--- src/rtl/iserdes_ctrl_pkg.sv ---
// Shared types and constants for the iserdes sensor-path controller.
package iserdes_ctrl_pkg;

    localparam int unsigned SERDES_WORD_W = 8;

    typedef enum logic [1:0] {
        IDLE,
        SRST,
        SETTLE,
        RUN
    } iserdes_ctrl_state_t;

endpackage

--- src/rtl/iserdes_activity_watchdog.sv ---
// Oscillator activity watchdog: flags SIGNAL_LOST after TIMEOUT_CYCLES words without an edge.
module iserdes_activity_watchdog
    import iserdes_ctrl_pkg::*;
#(
    parameter int unsigned TIMEOUT_CYCLES = 1500
) (
    input  logic                     CLK,
    input  logic                     RESET,
    input  logic                     EN,
    input  logic [SERDES_WORD_W-1:0] WORD,
    output logic                     SIGNAL_LOST
);

    localparam int unsigned CNT_W = $clog2(TIMEOUT_CYCLES + 1);
    localparam logic [CNT_W-1:0] CNT_MAX = CNT_W'(TIMEOUT_CYCLES);

    logic             prev_msb_q;
    logic [CNT_W-1:0] idle_cnt_q, idle_cnt_d;
    logic             lost_q;
    logic             word_edge;

    // Comparing against the previous newest sample catches edges across the word boundary too.
    always_comb begin
        word_edge  = (WORD != {SERDES_WORD_W{prev_msb_q}});
        idle_cnt_d = idle_cnt_q;
        if (!EN || word_edge) begin
            idle_cnt_d = '0;
        end else if (idle_cnt_q != CNT_MAX) begin
            idle_cnt_d = idle_cnt_q + 1'b1;
        end
    end

    always_ff @(posedge CLK) begin
        if (RESET) begin
            prev_msb_q <= 1'b0;
            idle_cnt_q <= '0;
            lost_q     <= 1'b0;
        end else begin
            prev_msb_q <= WORD[SERDES_WORD_W-1];
            idle_cnt_q <= idle_cnt_d;
            lost_q     <= EN && (idle_cnt_d == CNT_MAX);
        end
    end

    assign SIGNAL_LOST = lost_q;

endmodule

--- src/rtl/iserdes_sensor_ctrl.sv ---
// Startup sequencer and run-time supervisor for one 8x oversampling iserdes channel.
module iserdes_sensor_ctrl
    import iserdes_ctrl_pkg::*;
#(
    parameter int unsigned LOCK_STABLE_CYCLES = 64,
    parameter int unsigned RESET_CYCLES       = 8,
    parameter int unsigned DISCARD_WORDS      = 4,
    parameter int unsigned TIMEOUT_CYCLES     = 1500
) (
    input  logic                     CLK,
    input  logic                     RESET,
    input  logic                     PLL_LOCKED,
    input  logic                     RESTART,
    input  logic [SERDES_WORD_W-1:0] SERDES_DATA,
    output logic                     SERDES_RESET,
    output logic                     SERDES_CE,
    output logic [SERDES_WORD_W-1:0] DATA_OUT,
    output logic                     DATA_VALID,
    output logic                     READY,
    output logic                     SIGNAL_LOST
);

    localparam int unsigned LOCK_W = $clog2(LOCK_STABLE_CYCLES + 1);
    localparam int unsigned RST_W  = $clog2(RESET_CYCLES + 1);
    localparam int unsigned DISC_W = $clog2(DISCARD_WORDS + 1);

    localparam logic [LOCK_W-1:0] LOCK_MAX  = LOCK_W'(LOCK_STABLE_CYCLES);
    localparam logic [RST_W-1:0]  RST_LAST  = RST_W'(RESET_CYCLES - 1);
    localparam logic [DISC_W-1:0] DISC_LAST = DISC_W'(DISCARD_WORDS - 1);

    iserdes_ctrl_state_t state_q, state_d;

    logic [LOCK_W-1:0]        lock_cnt_q, lock_cnt_d;
    logic [RST_W-1:0]         rst_cnt_q, rst_cnt_d;
    logic [DISC_W-1:0]        disc_cnt_q, disc_cnt_d;
    logic                     serdes_reset_q, serdes_ce_q, ready_q;
    logic [SERDES_WORD_W-1:0] data_q;
    logic                     restart_req;
    logic                     run_next;

    always_comb begin
        state_d     = state_q;
        lock_cnt_d  = '0;
        rst_cnt_d   = '0;
        disc_cnt_d  = '0;
        restart_req = RESTART || (!PLL_LOCKED && (state_q != IDLE));

        unique case (state_q)
            IDLE: begin
                if (!PLL_LOCKED) begin
                    lock_cnt_d = '0;
                end else if (lock_cnt_q == LOCK_MAX) begin
                    state_d = SRST;
                end else begin
                    lock_cnt_d = lock_cnt_q + 1'b1;
                end
            end
            SRST: begin
                if (rst_cnt_q == RST_LAST) begin
                    state_d = SETTLE;
                end else begin
                    rst_cnt_d = rst_cnt_q + 1'b1;
                end
            end
            SETTLE: begin
                if (disc_cnt_q == DISC_LAST) begin
                    state_d = RUN;
                end else begin
                    disc_cnt_d = disc_cnt_q + 1'b1;
                end
            end
            RUN: begin
                state_d = RUN;
            end
            default: begin
                state_d = IDLE;
            end
        endcase

        // A restart wins over any sequencing progress and restarts every counter from zero.
        if (restart_req) begin
            state_d    = IDLE;
            lock_cnt_d = '0;
            rst_cnt_d  = '0;
            disc_cnt_d = '0;
        end

        run_next = (state_d == RUN);
    end

    // Outputs are decoded from the next state so they land on the same edge as the transition.
    always_ff @(posedge CLK) begin
        if (RESET) begin
            state_q        <= IDLE;
            lock_cnt_q     <= '0;
            rst_cnt_q      <= '0;
            disc_cnt_q     <= '0;
            serdes_reset_q <= 1'b1;
            serdes_ce_q    <= 1'b0;
            ready_q        <= 1'b0;
            data_q         <= '0;
        end else begin
            state_q        <= state_d;
            lock_cnt_q     <= lock_cnt_d;
            rst_cnt_q      <= rst_cnt_d;
            disc_cnt_q     <= disc_cnt_d;
            serdes_reset_q <= (state_d == IDLE) || (state_d == SRST);
            serdes_ce_q    <= (state_d == SETTLE) || (state_d == RUN);
            ready_q        <= run_next;
            data_q         <= SERDES_DATA;
        end
    end

    iserdes_activity_watchdog #(
        .TIMEOUT_CYCLES(TIMEOUT_CYCLES)
    ) u_watchdog (
        .CLK        (CLK),
        .RESET      (RESET),
        .EN         (run_next),
        .WORD       (SERDES_DATA),
        .SIGNAL_LOST(SIGNAL_LOST)
    );

    assign SERDES_RESET = serdes_reset_q;
    assign SERDES_CE    = serdes_ce_q;
    assign DATA_OUT     = data_q;
    assign DATA_VALID   = ready_q;
    assign READY        = ready_q;

endmodule

--- config.mk ---
export PLATFORM = sky130hd
export DESIGN_NAME = iserdes_sensor_ctrl
export DESIGN_NICKNAME = d
export VERILOG_FILES = /design/src/rtl/iserdes_ctrl_pkg.sv /design/src/rtl/iserdes_activity_watchdog.sv /design/src/rtl/iserdes_sensor_ctrl.sv
export SDC_FILE = /design/constraint.sdc
export NUM_CORES = 1
export LEC_CHECK = 0
export ABC_CLOCK_PERIOD_IN_PS = 2600
export BUFFER_PORTS_ARGS = -buffer_cell sky130_fd_sc_hd__buf_2
export CAP_MARGIN = 30
export CORE_MARGIN = 2
export CORE_UTILIZATION = 47
export DETAILED_ROUTE_END_ITERATION = 16
export GPL_TIMING_DRIVEN = 0
export PLACE_DENSITY = 0.75
export SYNTH_ARGS = -nofsm -noshare
export SYNTH_HDL_FRONTEND = slang
export SYNTH_HIERARCHICAL = 1
export SYNTH_SLANG_ARGS = --single-unit
export TNS_END_PERCENT = 10
--- constraint.sdc ---
create_clock -name CLK -period 2.6 [get_ports CLK]
set_input_delay 0.39 -clock CLK [delete_from_list [all_inputs] [get_ports CLK]]
set_output_delay 0.39 -clock CLK [all_outputs]
set_load 0.03 [all_outputs]
==> impl_metrics.tcl <==
set metrics [dict create \
    outcome "complete, no violations" \
    drv_cap 0 \
    drive_above_1_share 0.215 \
    insertion_delay_ns 0.29 \
    dieArea_um2 4330 \
    hold_viol 0 \
    detail-route-antenna-nets 0 \
    drc 0 \
    r2r_start "lock_cnt_q[5]" \
    crit_type "register to register" \
    netlist_area_um2 1800 \
    synth_compound_area_frac 0.0975 \
    syn_area_per_cell_um2 9.36 \
    stdcell_area_um2 2110 \
    setup_violations 0 \
    synth_nets 211 \
    cts_sinks 40 \
    tns_ns 0 \
    cp-end-kind "register" \
    synth-edff-count 0 \
    cts_tree "yes" \
    hp-class "primary input to register" \
    syn_inst 192 \
    fin_crit_sh 0.962 \
    ys.flop_type "dfxtp_1" \
    core_um2 3660 \
    startpoint_type "register" \
    via_count 1419 \
    final-max-slew-violation-count 0 \
    rsz0062_at_grt "yes" \
    routedWlPerCell_um 12.0 \
    path_cells "or4b_4, or4_4, a211oi_4, nand2_1, nor4_2, a31oi_1, buf_4, a211oi_1" \
    gp_congestion 0.866 \
    antenna_found_initial 0 \
    die_y_um 65.8 \
    ir_drop_mv 0.192 \
    fin_crit_ns 2.50 \
    synthArstFlopShare 0 \
    max_freq_mhz 400 \
    area_growth_pct 17.2 \
    dpl.hpwl_um 2310 \
    synthSimpleGateAreaFrac 0.290 \
    crit_fanout 10 \
    crit_start "lock_cnt_q[5]" \
    power.density_nw_per_um2 527 \
    synth-xor-area-share 0.0585 \
    numCtsBuffers 5 \
    cpPeakStageDelay_ns 0.56 \
    nets 242 \
    synthAdderAreaFrac 0.0487 \
    drt-vias-per-instance 5.24 \
    track_usage 0.161 \
    cp.arrival_ns 2.71 \
    cts_root_buffer "clkbuf_8" \
    ys_seq_area_frac 0.446 \
    post-cts-setup-buffers 0 \
    grt_pass1_wl_um 5220 \
    path_clk_slew_ns 0.07 \
    dpl-instance-area_um2 1980 \
    final_common_cell "dfxtp_1" \
    slowest_stage "or4b_4" \
    dr.first_iter.drc_count 96 \
    synth_warnings 6 \
    ctsLongestPathBuffers 2 \
    antenna_cells 0 \
    die_w_um 65.8 \
    synth-seq-cells 40 \
    overflow 0 \
    worst_pin_slew_ns 0.534 \
    cts_max_level 2 \
    wl_um 3250 \
    firstDrtPassIters 4 \
    synth_top_family_by_area "simple AND/OR/NAND/NOR gates" \
    p_leak_nw 0.800 \
    cp.required_ns 2.81 \
    muxShareOfSynthArea 0.0111 \
    grt_pass1_vias 1261 \
    max_slew_margin 0.642 \
    final_cell_mix "40 x dfxtp_1, 25 x nor2_1, 24 x buf_2, 12 x inv_1, 10 x nor2b_1" \
    pin_count 25 \
    row_count 22 \
    ys_types 48 \
    start_util 0.491 \
    hp-start "SERDES_DATA[2]" \
    grt_max_degree 14 \
    portBuffers 24 \
    final.setup_skew_ns 0.00498 \
]
==> per-stage QoR <==
step	cells	power, W	setup WS (ns)	hold WS (ns)	utilization
after floorplan	192	0.000663	0.227	0.399	-
after global placement	264	0.000685	-0.0505	0.409	0.540
after detailed placement	264	0.000686	-0.0516	0.427	0.540
after CTS	271	0.00112	0.0372	0.327	0.568
after global routing	271	0.00116	-0.0384	0.362	0.575
final	271	0.00111	0.0992	0.356	0.575
==> cells by family (layout without fill, tap and decap cells) <==
logic type               count (synthesis)  after routing
multiplexers                             2              2
flip-flops                              40             40
buffers and inverters                   17             48
adder cells (fa/ha/maj)                  7              7
AND/OR/NAND/NOR                         89             89
XOR/XNOR                                12             12
AO/OA/AOI/OAI                           25             25
==> critical path: cells and delay by family, from the launching register on <==
kind	cells	cell delay, ns
AND/OR/NAND/NOR	4	1.38
AO/OA/AOI/OAI	3	0.51
flip-flops	1	0.33
buffers and inverters	1	0.20
==> final cells by class <==
| cell class | instances | area (um^2) |
|---|---|---|
| tap | 48 | 60.1 |
| timing repair buffer | 24 | 120 |
| inverter | 12 | 45.0 |
| fill | 309 | 1560 |
| multi-input combinational | 135 | 938 |
| sequential | 40 | 801 |
| buffer | 5 | 45.0 |
| clock buffer | 7 | 96.3 |
==> state kept, by name, summed over array words and instances, names as in the netlist <==
signal and count:
u_watchdog/idle_cnt_q 11, DATA_OUT 8, lock_cnt_q 7, rst_cnt_q 4, disc_cnt_q 3, state_q 2
DATA_VALID 1, SERDES_CE 1, SERDES_RESET 1, u_watchdog/SIGNAL_LOST 1, u_watchdog/prev_msb_q 1
==> final timing paths <==
kind / to / slack [ns] / cells after the start
worst min register to register: disc_cnt_q[0] / 0.44 / 1
worst min-delay path: DATA_OUT[2] / 0.36 / 2
worst max register to register: u_watchdog/idle_cnt_q[4] / 0.1 / 8
worst max-delay path: u_watchdog/idle_cnt_q[4] / 0.1 / 8
==> layer usage <==
metal,share of wire,GRT usage,vias up
li1,-,-,734
met1,0.47,0.186,642
met2,0.44,0.254,34
met3,0.059,0.0647,9
met4,0.032,0.0833,0
met5,0,0,-
==> synthesized netlist by cell type, drive strengths merged, types with 3 or more instances <==
library cell / n / area, um^2
clkbuf: 3 / 22.5
nor3: 5 / 25.0
nor2: 25 / 93.8
nor3b: 4 / 30.0
xor2: 4 / 35.0
a21oi: 6 / 30.0
xnor2: 8 / 70.1
nand3: 10 / 67.6
nand4: 4 / 25.0
o21ai: 5 / 25.0
and2: 3 / 21.3
nor2b: 10 / 62.6
nand2: 8 / 30.0
ha: 7 / 87.6
inv: 12 / 45.0
a211oi: 3 / 27.5
o211ai: 4 / 30.0
dfxtp: 40 / 801
and3: 4 / 30.0
==> where the power goes <==
group	switching, W	internal, W	total (W)
clock	0.000199	0.000236	0.000435
combinational	0.0000350	0.0000175	0.0000526
sequential	0.00000256	0.000621	0.000623
==> repair_timing <==
item | 4_1_cts | 5_1_grt
pin swaps | 0 | 1
hold endpoints to repair | 0 | 0
hold buffers | 0 | 0
gates resized for setup | 2 | 6
endpoints found under the setup margin | 3 | 11
(Power assumes the default switching activity.)
